`src/rtl/hc148_key_event_capture_pkg.sv`:
```
// Shared types and constants for the HC148 key event capture block.
// Event layout is {press, code[2:0]}; the encoder idles at code 3'b111.
package hc148_key_event_capture_pkg;

    localparam int unsigned CODE_W = 3;
    localparam int unsigned EVT_W  = CODE_W + 1;

    localparam logic [CODE_W-1:0] IDLE_CODE = 3'b111;

    typedef enum logic [1:0] {
        StIdle,
        StPressWait,
        StHeld,
        StReleaseWait
    } state_t;

    typedef struct packed {
        logic              press;
        logic [CODE_W-1:0] code;
    } evt_t;

    function automatic evt_t mk_evt(input logic press, input logic [CODE_W-1:0] code);
        evt_t e;
        e.press = press;
        e.code  = code;
        return e;
    endfunction

endpackage

```
`src/rtl/hc148_key_event_capture_if.sv`:
```
// Valid/ready event stream between the capture block (master) and its consumer (slave).
interface hc148_key_event_capture_if;
    import hc148_key_event_capture_pkg::*;

    logic [CODE_W-1:0] evt_code;
    logic              evt_press;
    logic              evt_valid;
    logic              evt_ready;

    modport master (
        output evt_code,
        output evt_press,
        output evt_valid,
        input  evt_ready
    );

    modport slave (
        input  evt_code,
        input  evt_press,
        input  evt_valid,
        output evt_ready
    );

endinterface

```
`src/rtl/hc148_key_event_capture_evt_fifo.sv`:
```
// First-word fall-through event FIFO; a push while full (and not popping) is dropped.
module hc148_key_event_capture_evt_fifo #(
    parameter int unsigned DEPTH = 4,
    parameter int unsigned WIDTH = 4
) (
    input  logic                   i_clk,
    input  logic                   i_rst,
    input  logic                   i_push,
    input  logic [WIDTH-1:0]       i_data,
    input  logic                   i_pop,
    output logic [WIDTH-1:0]       o_data,
    output logic                   o_full,
    output logic                   o_empty,
    output logic                   o_drop,
    output logic [$clog2(DEPTH):0] o_count
);

    localparam int unsigned AW = $clog2(DEPTH);

    logic [WIDTH-1:0] r_mem [DEPTH];
    logic [AW-1:0]    r_wr_ptr;
    logic [AW-1:0]    r_rd_ptr;
    logic [AW:0]      r_count;
    logic             w_do_push;
    logic             w_do_pop;

    assign o_full    = (r_count == (AW+1)'(DEPTH));
    assign o_empty   = (r_count == '0);
    assign w_do_pop  = i_pop & ~o_empty;
    // A pop frees the slot in the same cycle, so full+push+pop is not a drop.
    assign w_do_push = i_push & (~o_full | w_do_pop);
    assign o_drop    = i_push & ~w_do_push;
    assign o_data    = r_mem[r_rd_ptr];
    assign o_count   = r_count;

    always_ff @(posedge i_clk) begin
        if (i_rst) begin
            r_wr_ptr <= '0;
            r_rd_ptr <= '0;
            r_count  <= '0;
        end else begin
            if (w_do_push) begin
                r_wr_ptr <= r_wr_ptr + AW'(1);
            end
            if (w_do_pop) begin
                r_rd_ptr <= r_rd_ptr + AW'(1);
            end
            if (w_do_push && !w_do_pop) begin
                r_count <= r_count + (AW+1)'(1);
            end else if (!w_do_push && w_do_pop) begin
                r_count <= r_count - (AW+1)'(1);
            end
        end
    end

    always_ff @(posedge i_clk) begin
        if (w_do_push) begin
            r_mem[r_wr_ptr] <= i_data;
        end
    end

endmodule

```
`src/rtl/hc148_key_event_capture.sv`:
```
// HC148 encoder consumer: sync, debounce, press/release events into a FWFT FIFO.
// Optional auto-repeat while held is enabled by defining HC148_KEY_REPEAT_EN.
module hc148_key_event_capture
    import hc148_key_event_capture_pkg::*;
#(
    parameter int unsigned DEBOUNCE_CYCLES = 16,
    parameter int unsigned FIFO_DEPTH      = 4,
    parameter int unsigned REPEAT_CYCLES   = 1024
) (
    input  logic                        i_clk,
    input  logic                        i_rst,
    input  logic                        i_enable,
    output logic                        o_ei,
    input  logic [CODE_W-1:0]           i_code_n,
    input  logic                        i_gs_n,
    hc148_key_event_capture_if.master   evt_if,
    output logic [$clog2(FIFO_DEPTH):0] o_count,
    output logic                        o_overflow,
    input  logic                        i_ovf_clr
);

    localparam int unsigned DBW = (DEBOUNCE_CYCLES > 1) ? $clog2(DEBOUNCE_CYCLES) : 1;
    localparam logic [DBW-1:0] DB_LAST = DBW'(DEBOUNCE_CYCLES - 1);

    if (DEBOUNCE_CYCLES < 1 || FIFO_DEPTH < 2 || REPEAT_CYCLES < 1) begin : g_bad_cfg
    end

    logic [CODE_W-1:0] r_code_s1;
    logic [CODE_W-1:0] r_code_s2;
    logic              r_gsn_s1;
    logic              r_gsn_s2;
    logic              r_ei;
    logic              r_ovf;
    state_t            r_state;
    logic [DBW-1:0]    r_cnt;
    logic [CODE_W-1:0] r_cur;

    logic [CODE_W-1:0] w_key;
    logic              w_act;
    logic              w_same;
    logic              w_rep_hit;
    logic              w_push;
    evt_t              w_evt;
    evt_t              w_head;
    logic              w_empty;
    logic              w_full;
    logic              w_drop;

    assign w_key  = ~r_code_s2;
    assign w_act  = ~r_gsn_s2;
    assign w_same = w_act & (w_key == r_cur);

    always_ff @(posedge i_clk) begin
        if (i_rst) begin
            r_code_s1 <= IDLE_CODE;
            r_code_s2 <= IDLE_CODE;
            r_gsn_s1  <= 1'b1;
            r_gsn_s2  <= 1'b1;
            r_ei      <= 1'b1;
        end else begin
            r_code_s1 <= i_code_n;
            r_code_s2 <= r_code_s1;
            r_gsn_s1  <= i_gs_n;
            r_gsn_s2  <= r_gsn_s1;
            r_ei      <= ~i_enable;
        end
    end

    always_ff @(posedge i_clk) begin
        if (i_rst) begin
            r_state <= StIdle;
            r_cnt   <= '0;
            r_cur   <= '0;
        end else begin
            unique case (r_state)
                StIdle: begin
                    if (w_act && i_enable) begin
                        r_state <= StPressWait;
                        r_cur   <= w_key;
                        r_cnt   <= '0;
                    end
                end
                StPressWait: begin
                    if (!w_same) begin
                        r_state <= StIdle;
                    end else if (r_cnt == DB_LAST) begin
                        r_state <= StHeld;
                    end else begin
                        r_cnt <= r_cnt + DBW'(1);
                    end
                end
                StHeld: begin
                    if (!w_same) begin
                        r_state <= StReleaseWait;
                        r_cnt   <= '0;
                    end
                end
                StReleaseWait: begin
                    if (w_same) begin
                        r_state <= StHeld;
                    end else if (r_cnt == DB_LAST) begin
                        r_state <= StIdle;
                    end else begin
                        r_cnt <= r_cnt + DBW'(1);
                    end
                end
                default: r_state <= StIdle;
            endcase
        end
    end

`ifdef HC148_KEY_REPEAT_EN
    localparam int unsigned RPW = (REPEAT_CYCLES > 1) ? $clog2(REPEAT_CYCLES) : 1;
    localparam logic [RPW-1:0] REP_LAST = RPW'(REPEAT_CYCLES - 1);

    logic [RPW-1:0] r_rep;

    // Held at zero outside a stable HELD, so entry and bounce-return both restart the period.
    always_ff @(posedge i_clk) begin
        if (i_rst) begin
            r_rep <= '0;
        end else if (r_state == StHeld && w_same && r_rep != REP_LAST) begin
            r_rep <= r_rep + RPW'(1);
        end else begin
            r_rep <= '0;
        end
    end

    assign w_rep_hit = (r_state == StHeld) && w_same && (r_rep == REP_LAST);
`else
    assign w_rep_hit = 1'b0;
`endif

    always_comb begin
        w_push = 1'b0;
        w_evt  = mk_evt(1'b0, r_cur);
        unique case (r_state)
            StPressWait: begin
                if (w_same && r_cnt == DB_LAST) begin
                    w_push = 1'b1;
                    w_evt  = mk_evt(1'b1, r_cur);
                end
            end
            StHeld: begin
                if (w_rep_hit) begin
                    w_push = 1'b1;
                    w_evt  = mk_evt(1'b1, r_cur);
                end
            end
            StReleaseWait: begin
                if (!w_same && r_cnt == DB_LAST) begin
                    w_push = 1'b1;
                end
            end
            default: ;
        endcase
    end

    hc148_key_event_capture_evt_fifo #(
        .DEPTH (FIFO_DEPTH),
        .WIDTH (EVT_W)
    ) u_fifo (
        .i_clk   (i_clk),
        .i_rst   (i_rst),
        .i_push  (w_push),
        .i_data  (w_evt),
        .i_pop   (evt_if.evt_ready),
        .o_data  (w_head),
        .o_full  (w_full),
        .o_empty (w_empty),
        .o_drop  (w_drop),
        .o_count (o_count)
    );

    always_ff @(posedge i_clk) begin
        if (i_rst) begin
            r_ovf <= 1'b0;
        end else if (w_drop) begin
            r_ovf <= 1'b1;
        end else if (i_ovf_clr) begin
            r_ovf <= 1'b0;
        end
    end

    assign evt_if.evt_valid = ~w_empty;
    assign evt_if.evt_code  = w_empty ? '0 : w_head.code;
    assign evt_if.evt_press = ~w_empty & w_head.press;
    assign o_ei             = r_ei;
    assign o_overflow       = r_ovf;

endmodule

```
`src/flat_wrapper.sv`:
```
// flat-port wrapper written by rule: the top's interface ports become plain ports
module hc148_key_event_capture_flat import hc148_key_event_capture_pkg::*;
#(
    parameter int unsigned DEBOUNCE_CYCLES = 16,
    parameter int unsigned FIFO_DEPTH      = 4,
    parameter int unsigned REPEAT_CYCLES   = 1024
)
  (i_clk, i_rst, i_enable, o_ei, i_code_n, i_gs_n, o_count, o_overflow, i_ovf_clr, evt_if_evt_code, evt_if_evt_press, evt_if_evt_valid, evt_if_evt_ready);
  hc148_key_event_capture_if evt_if_i ();
  input  logic i_clk;
  input  logic i_rst;
  input  logic i_enable;
  output logic o_ei;
  input  logic [CODE_W-1:0] i_code_n;
  input  logic i_gs_n;
  output logic [$clog2(FIFO_DEPTH):0] o_count;
  output logic o_overflow;
  input  logic i_ovf_clr;
  output wire logic [$bits(evt_if_i.evt_code)-1:0] evt_if_evt_code;
  output wire logic [$bits(evt_if_i.evt_press)-1:0] evt_if_evt_press;
  output wire logic [$bits(evt_if_i.evt_valid)-1:0] evt_if_evt_valid;
  input wire logic [$bits(evt_if_i.evt_ready)-1:0] evt_if_evt_ready;
  assign evt_if_evt_code = evt_if_i.evt_code;
  assign evt_if_evt_press = evt_if_i.evt_press;
  assign evt_if_evt_valid = evt_if_i.evt_valid;
  assign evt_if_i.evt_ready = evt_if_evt_ready;
  hc148_key_event_capture #(.DEBOUNCE_CYCLES(DEBOUNCE_CYCLES), .FIFO_DEPTH(FIFO_DEPTH), .REPEAT_CYCLES(REPEAT_CYCLES)) u_core (.i_clk(i_clk), .i_rst(i_rst), .i_enable(i_enable), .o_ei(o_ei), .i_code_n(i_code_n), .i_gs_n(i_gs_n), .evt_if(evt_if_i), .o_count(o_count), .o_overflow(o_overflow), .i_ovf_clr(i_ovf_clr));
endmodule
```
`config.mk`:
```
export PLATFORM = sky130hd
export DESIGN_NAME = hc148_key_event_capture_flat
export DESIGN_NICKNAME = d
export VERILOG_FILES = /design/src/rtl/hc148_key_event_capture_pkg.sv /design/src/rtl/hc148_key_event_capture_if.sv /design/src/rtl/hc148_key_event_capture_evt_fifo.sv /design/src/rtl/hc148_key_event_capture.sv /design/src/flat_wrapper.sv
export SDC_FILE = /design/constraint.sdc
export NUM_CORES = 1
export LEC_CHECK = 0
export CAP_MARGIN = 20
export CORE_UTILIZATION = 55
export DETAILED_ROUTE_END_ITERATION = 12
export HOLD_SLACK_MARGIN = 0.06
export PLACE_DENSITY = 0.77
export SETUP_SLACK_MARGIN = 0.05
export SLEW_MARGIN = 25
export SYNTH_ARGS = -nofsm -noshare
export SYNTH_HDL_FRONTEND = slang
export SYNTH_HIERARCHICAL = 1
export SYNTH_SLANG_ARGS = --single-unit
```
`constraint.sdc`:
```
create_clock -name i_clk -period 3.6 [get_ports i_clk]
set_input_delay 0.36 -clock i_clk [delete_from_list [all_inputs] [get_ports i_clk]]
set_output_delay 0.36 -clock i_clk [all_outputs]
set_load 0.02 [all_outputs]
```
==> results of run 1 <==
## flip-flops by register name, indices dropped and copies added, names as in the netlist, named ones only
| name | count |
|---|---|
| u_core/r_state | 1 |
| u_core/r_cnt | 4 |
| u_core/r_gsn_s1 | 1 |
| u_core/u_fifo/r_rd_ptr | 2 |
| u_core/o_ei | 1 |
| u_core/u_fifo/r_wr_ptr | 2 |
| u_core/u_fifo/r_mem | 16 |
| u_core/r_code_s1 | 3 |
| u_core/r_cur | 3 |
| u_core/u_fifo/o_count | 3 |
| u_core/o_overflow | 1 |
| u_core/r_code_s2 | 3 |
| u_core/r_gsn_s2 | 1 |
## path summary, 6_finish.rpt
path                         endpoint  slack, ns  depth (start not counted)                start
max reg2reg  u_core/u_fifo/o_count[2]       0.51                         11      u_core/r_cur[2]
min               u_core/r_code_s2[1]       0.42                          1  u_core/r_code_s1[1]
min reg2reg       u_core/r_code_s2[1]       0.42                          1  u_core/r_code_s1[1]
max          u_core/u_fifo/o_count[2]       0.51                         11      u_core/r_cur[2]
## routing by layer
layer | track usage | routed length [µm] | up-vias
met5 | 0 | 0 | -
li1 | - | - | 621
met3 | 0.0630 | 135 | 8
met4 | 0.0942 | 63 | 0
met2 | 0.318 | 1640 | 32
met1 | 0.202 | 1330 | 587
## cell type report
cell class / instances / share of cell area
Sequential cell: 44 / 0.474
Multi-Input combinational cell: 106 / 0.376
Timing Repair Buffer: 19 / 0.0854
Tap cell: 46 / 0.0262
Clock buffer: 5 / 0.0171
Inverter: 9 / 0.0154
Clock inverter: 3 / 0.00626
## placed cells by master (no fill, tap or decap), types with 2 or more instances in the layout
master / count
a211oi_1: 3
a21oi_1: 3
a311oi_1: 2
and2_2: 5
clkbuf_4: 5
clkdlybuf4s50_1: 18
clkinv_2: 2
dfxtp_1: 28
edfxtp_1: 16
ha_1: 6
inv_1: 9
mux2i_1: 3
mux4_2: 4
nand2_1: 7
nand2b_1: 3
nand3_1: 3
nor2_1: 15
nor2b_1: 7
nor3_1: 3
nor4_1: 2
o21ai_0: 2
o32ai_1: 2
or2_2: 8
xnor2_1: 4
xor2_1: 8
## metrics by stage
step                cell area, µm²  std cells   util  hold slack (ns)  power, µW
finish                        2200        232  0.659            0.419        780
global route                  2200        232  0.659            0.442        819
CTS                           2200        232  0.659            0.421        790
detailed placement            2150        224  0.643            0.393        573
global placement              2150        224  0.643            0.392        572
floorplan                     1920        163      -            0.389        556
## report_power, final
| part | switching [µW] | internal (µW) | total, µW |
|---|---|---|---|
| registers | 5.38 | 519 | 524 |
| logic | 17.3 | 20.1 | 37.4 |
| clock network | 147 | 71.8 | 219 |
==> impl_metrics.ini, run 1 <==
[grt]
grt_use_total = 0.185
antenna_found_initial = 0
grt.overflow.total = 0
grt_max_degree = 17
first_global_vias = 1110
grt_pass1_wl_mm = 4.80

[power]
powerDensity_mw_per_mm2 = 355
vdd_drop_max_uv = 216
power.leakage_uw = 0.000790

[sta]
rsz0062_at_grt = no
slew_violations = 0
fin_skew_ns = 0.0115
setup_ws_ns = 0.512
setup_violations = 0
min_period_ns = 3.09
fin_crit_sh = 0.858
final_hold_viol_count = 0
worstMarginPinSlew_ns = 0.674
max_slew_margin = 0.547
setup_tns_ns = 0
fmax_ghz = 0.324

[floorplan]
die_area_mm2 = 0.00374
core_area_mm2 = 0.00334
ioPinCount = 19
die_w_um = 61.2
std_cell_rows = 21
initial_core_util = 0.577
die-height_um = 61.2

[critical_path]
worst_path_max_delay_cell = dfxtp_1
path_common_cell = xnor2_1
crit_chain = xnor2_1 > nor4_4 > xnor2_1 > nor2_1 > nor2b_1 > ha_1 > inv_1 > fa_1 > xor2_1 > or3_1 > a21oi_1
worst_setup_path_start_kind = register
cp.arrival_ns = 3.38
critical_path_class = reg2reg
crit_family = simple AND/OR/NAND/NOR gates
path_buf_inv = 1
max_stage_delay_ns = 0.47
crit_required_ns = 3.89
end_kind = register
worstPathMaxFanout = 7

[clock_network]
clock-sinks = 44
clkSlewWorstSetupHoldPaths_ns = 0.12
cts_tree = done
root_buffer = clkbuf_4
cts_buffer_depth = 2
ctsResizeCount = 0
h-tree-depth = 2
cts_buffers = 5
clk_latency_ns = 0.35
hold_buffers = 0
cts_setup_buffers = 0

[synthesis]
yosysWarnings = 6
synth_area_per_cell_um2 = 11.8
syn-num-nets = 179
synthesis.area_mm2 = 0.00192
synth_cells = 163

[placement]
place_congestion = 0.894
portBuffers = 18
post-place-ws_ns = 0.538
dp_hpwl_mm = 2.34

[finish]
drive_gt1_frac = 0.156
regArea_mm2 = 0.00104
final_nets = 201
area_growth_pct = 14.2
multi_input_area_um2 = 827
diodes = 0
fill_cells = 275

[drt]
wl_per_cell_um = 13.7
vias_per_cell = 5.38
drtPass1Iterations = 6
drc = 0
first_iter_violations = 46
vias = 1248
postRouteAntennaNets = 0
routed_wl_mm = 3.18

[run_status]
status = finished, final reports clean

[job]
maxCapViolations = 0

[hold_path]
min_path_type = reg2reg
Power figures use the tool's default switching activity.
==> inputs of run 2 (changes only) <==
--- a/config.mk
+++ b/config.mk
@@ -10,6 +10,7 @@
 export DETAILED_ROUTE_END_ITERATION = 12
 export HOLD_SLACK_MARGIN = 0.06
 export PLACE_DENSITY = 0.77
+export REMOVE_ABC_BUFFERS = 1
 export SETUP_SLACK_MARGIN = 0.05
 export SLEW_MARGIN = 25
 export SYNTH_ARGS = -nofsm -noshare
==> run 2 against run 1 <==
  * Clock power increased by 100%
  * Die area stayed put
  * Clock-buffer cell count unchanged
  * Flip-flop and latch count unchanged
  * Critical endpoint unchanged
  * Sequential share of layout area down 1.6 points
  * Register-to-register slack lost 0.06 ns
  * Combinational power up 1%
  * First-iteration DRC count increased by 8.7%
  * Sequential power barely moved
  * Cell count stayed put
==> impl_metrics.ini, run 2 (same netlist as run 1, synthesis figures left out) <==
[run_status]
status = finished, final reports clean

[power]
vdd_drop_max_uv = 271
seq_power_share = 0.520
total_power_uw = 1010
power.leakage_uw = 0.000823
p_sw_frac = 0.183
p_clk_frac = 0.443
power_switching_uw = 184
p_int_uw = 825
power_frac_comb = 0.037
powerDensity_mw_per_mm2 = 444

[clock_network]
clk_latency_ns = 0.35
cts_tree = done
root_buffer = clkbuf_4
cts_buffer_depth = 2
h-tree-depth = 2
cts_setup_buffers = 0
hold_buffers = 0
clkSlewWorstSetupHoldPaths_ns = 0.13
cts_buffers = 5
clock-sinks = 44
ctsResizeCount = 0

[floorplan]
ioPinCount = 19
std_cell_rows = 21
core_area_mm2 = 0.00334
die_w_um = 61.2
die-height_um = 61.2
initial_core_util = 0.577
die_area_mm2 = 0.00374

[sta]
rsz0062_at_grt = no
setup_violations = 0
worstMarginPinSlew_ns = 0.703
fmax_ghz = 0.318
fin_skew_ns = 0.0109
max_slew_margin = 0.530
fin_crit_sh = 0.875
whs_ns = 0.428
min_period_ns = 3.15
slew_violations = 0
final_hold_viol_count = 0
setup_tns_ns = 0

[finish]
design_area_mm2 = 0.00227
top_register = u_core/u_fifo/r_mem
largest_reg_flops = 16
mostFrequentLayoutCell = dfxtp_1
diodes = 0
area_growth_pct = 18.2
finish.utilization = 0.682
drive_gt1_frac = 0.161
final_nets = 201
layout_common_cells = 28 x dfxtp_1, 18 x clkdlybuf4s50_1, 16 x edfxtp_1
top_regs = u_core/u_fifo/r_mem: 16 flops, u_core/r_cnt: 4 flops

[drt]
postRouteAntennaNets = 0
vias = 1258
routed_wl_mm = 3.37
wl_per_cell_um = 14.5
drc = 0
drtPass1Iterations = 4
vias_per_cell = 5.42
first_iter_violations = 50

[critical_path]
crit_required_ns = 3.88
reg2reg_from = u_core/r_cur[2]
critical_path_class = reg2reg
crit_start = u_core/r_cur[2]
worst_setup_path_start_kind = register
r2r_cells = 11
r2r_end = u_core/u_fifo/o_count[2]
end_kind = register
endpoint = u_core/u_fifo/o_count[2]
cp.arrival_ns = 3.43
worstPathMaxFanout = 7
rrSetupSlack_ns = 0.45

[placement]
dp_hpwl_mm = 2.49
place_area_mm2 = 0.00215
place_congestion = 0.820
portBuffers = 18

[hold_path]
min_path_type = reg2reg

[grt]
antenna_found_initial = 0
first_global_vias = 1182
grt_pass1_wl_mm = 5.45
grt.overflow.total = 0
grt_max_degree = 24
grt_use_total = 0.213

[job]
maxCapViolations = 0
==> run 2: final cells by class <==
cell class / count / area (µm²)
multi-input cells: 106 / 827
fillers: 278 / 1060
clock inverters: 3 / 90.1
inverters: 9 / 33.8
flip-flops and latches: 44 / 1040
repair buffers: 19 / 188
clock buffers: 5 / 37.5
well taps: 46 / 57.6
==> run 2: metal layers <==
metal | GRT usage | vias up | part of all wire
met1 | 0.238 | 615 | 0.44
met4 | 0.0714 | 0 | 0.0077
met2 | 0.376 | 18 | 0.53
li1 | - | 621 | -
met3 | 0.0756 | 4 | 0.032
met5 | 0 | - | 0
==> run 2: worst min-delay path by stage <==
stage | from | endpoint | slack [ns] | cells after the start
final | u_core/r_gsn_s1 | u_core/r_gsn_s2 | 0.43 | 1
after global placement | u_core/r_gsn_s1 | u_core/r_gsn_s2 | 0.39 | 1
after detailed placement | u_core/r_code_s1[2] | u_core/r_code_s2[2] | 0.40 | 1
after global routing | u_core/r_gsn_s1 | u_core/r_gsn_s2 | 0.44 | 1
after CTS | u_core/r_gsn_s1 | u_core/r_gsn_s2 | 0.43 | 1
after floorplan | u_core/r_code_s1[0] | u_core/r_code_s2[0] | 0.39 | 1
==> run 2: critical path: stages (launching register included) <==
cell	delay (ns)
dfxtp_1	0.48
xnor2_1	0.18
nor4_4	0.36
xnor2_1	0.16
nor2_1	0.14
nor2b_1	0.42
ha_1	0.26
inv_1	0.06
fa_1	0.37
xor2_1	0.16
or3_1	0.31
a21oi_1	0.16
==> run 2: per-stage QoR <==
| stage | cells | setup slack (ns) |
|---|---|---|
| finish | 232 | 0.451 |
| CTS | 232 | 0.419 |
| global placement | 224 | 0.659 |
| global route | 232 | 0.149 |
| detailed placement | 224 | 0.459 |
| floorplan | 159 | 0.850 |
==> run 2: power groups by stage <==
stage | sequential (µW) | clock [µW] | combinational, µW
2_1_floorplan | 535 | 0 | 18.6
3_3_place_gp | 535 | 0 | 36.7
3_5_place_dp | 536 | 0 | 37.8
4_1_cts | 525 | 456 | 38.0
5_1_grt | 526 | 476 | 41.3
6_report | 525 | 447 | 37.8
==> inputs of run 3 (changes only) <==
--- a/config.mk
+++ b/config.mk
@@ -5,15 +5,16 @@
 export SDC_FILE = /design/constraint.sdc
 export NUM_CORES = 1
 export LEC_CHECK = 0
-export CAP_MARGIN = 20
+export CAP_MARGIN = 5
 export CORE_UTILIZATION = 55
 export DETAILED_ROUTE_END_ITERATION = 12
 export HOLD_SLACK_MARGIN = 0.06
 export PLACE_DENSITY = 0.77
 export REMOVE_ABC_BUFFERS = 1
 export SETUP_SLACK_MARGIN = 0.05
-export SLEW_MARGIN = 25
+export SLEW_MARGIN = 30
 export SYNTH_ARGS = -nofsm -noshare
 export SYNTH_HDL_FRONTEND = slang
 export SYNTH_HIERARCHICAL = 1
 export SYNTH_SLANG_ARGS = --single-unit
+export TNS_END_PERCENT = 1
==> results of run 3 <==
No change in the layout: final DEF, timing and power equal those of run 2.
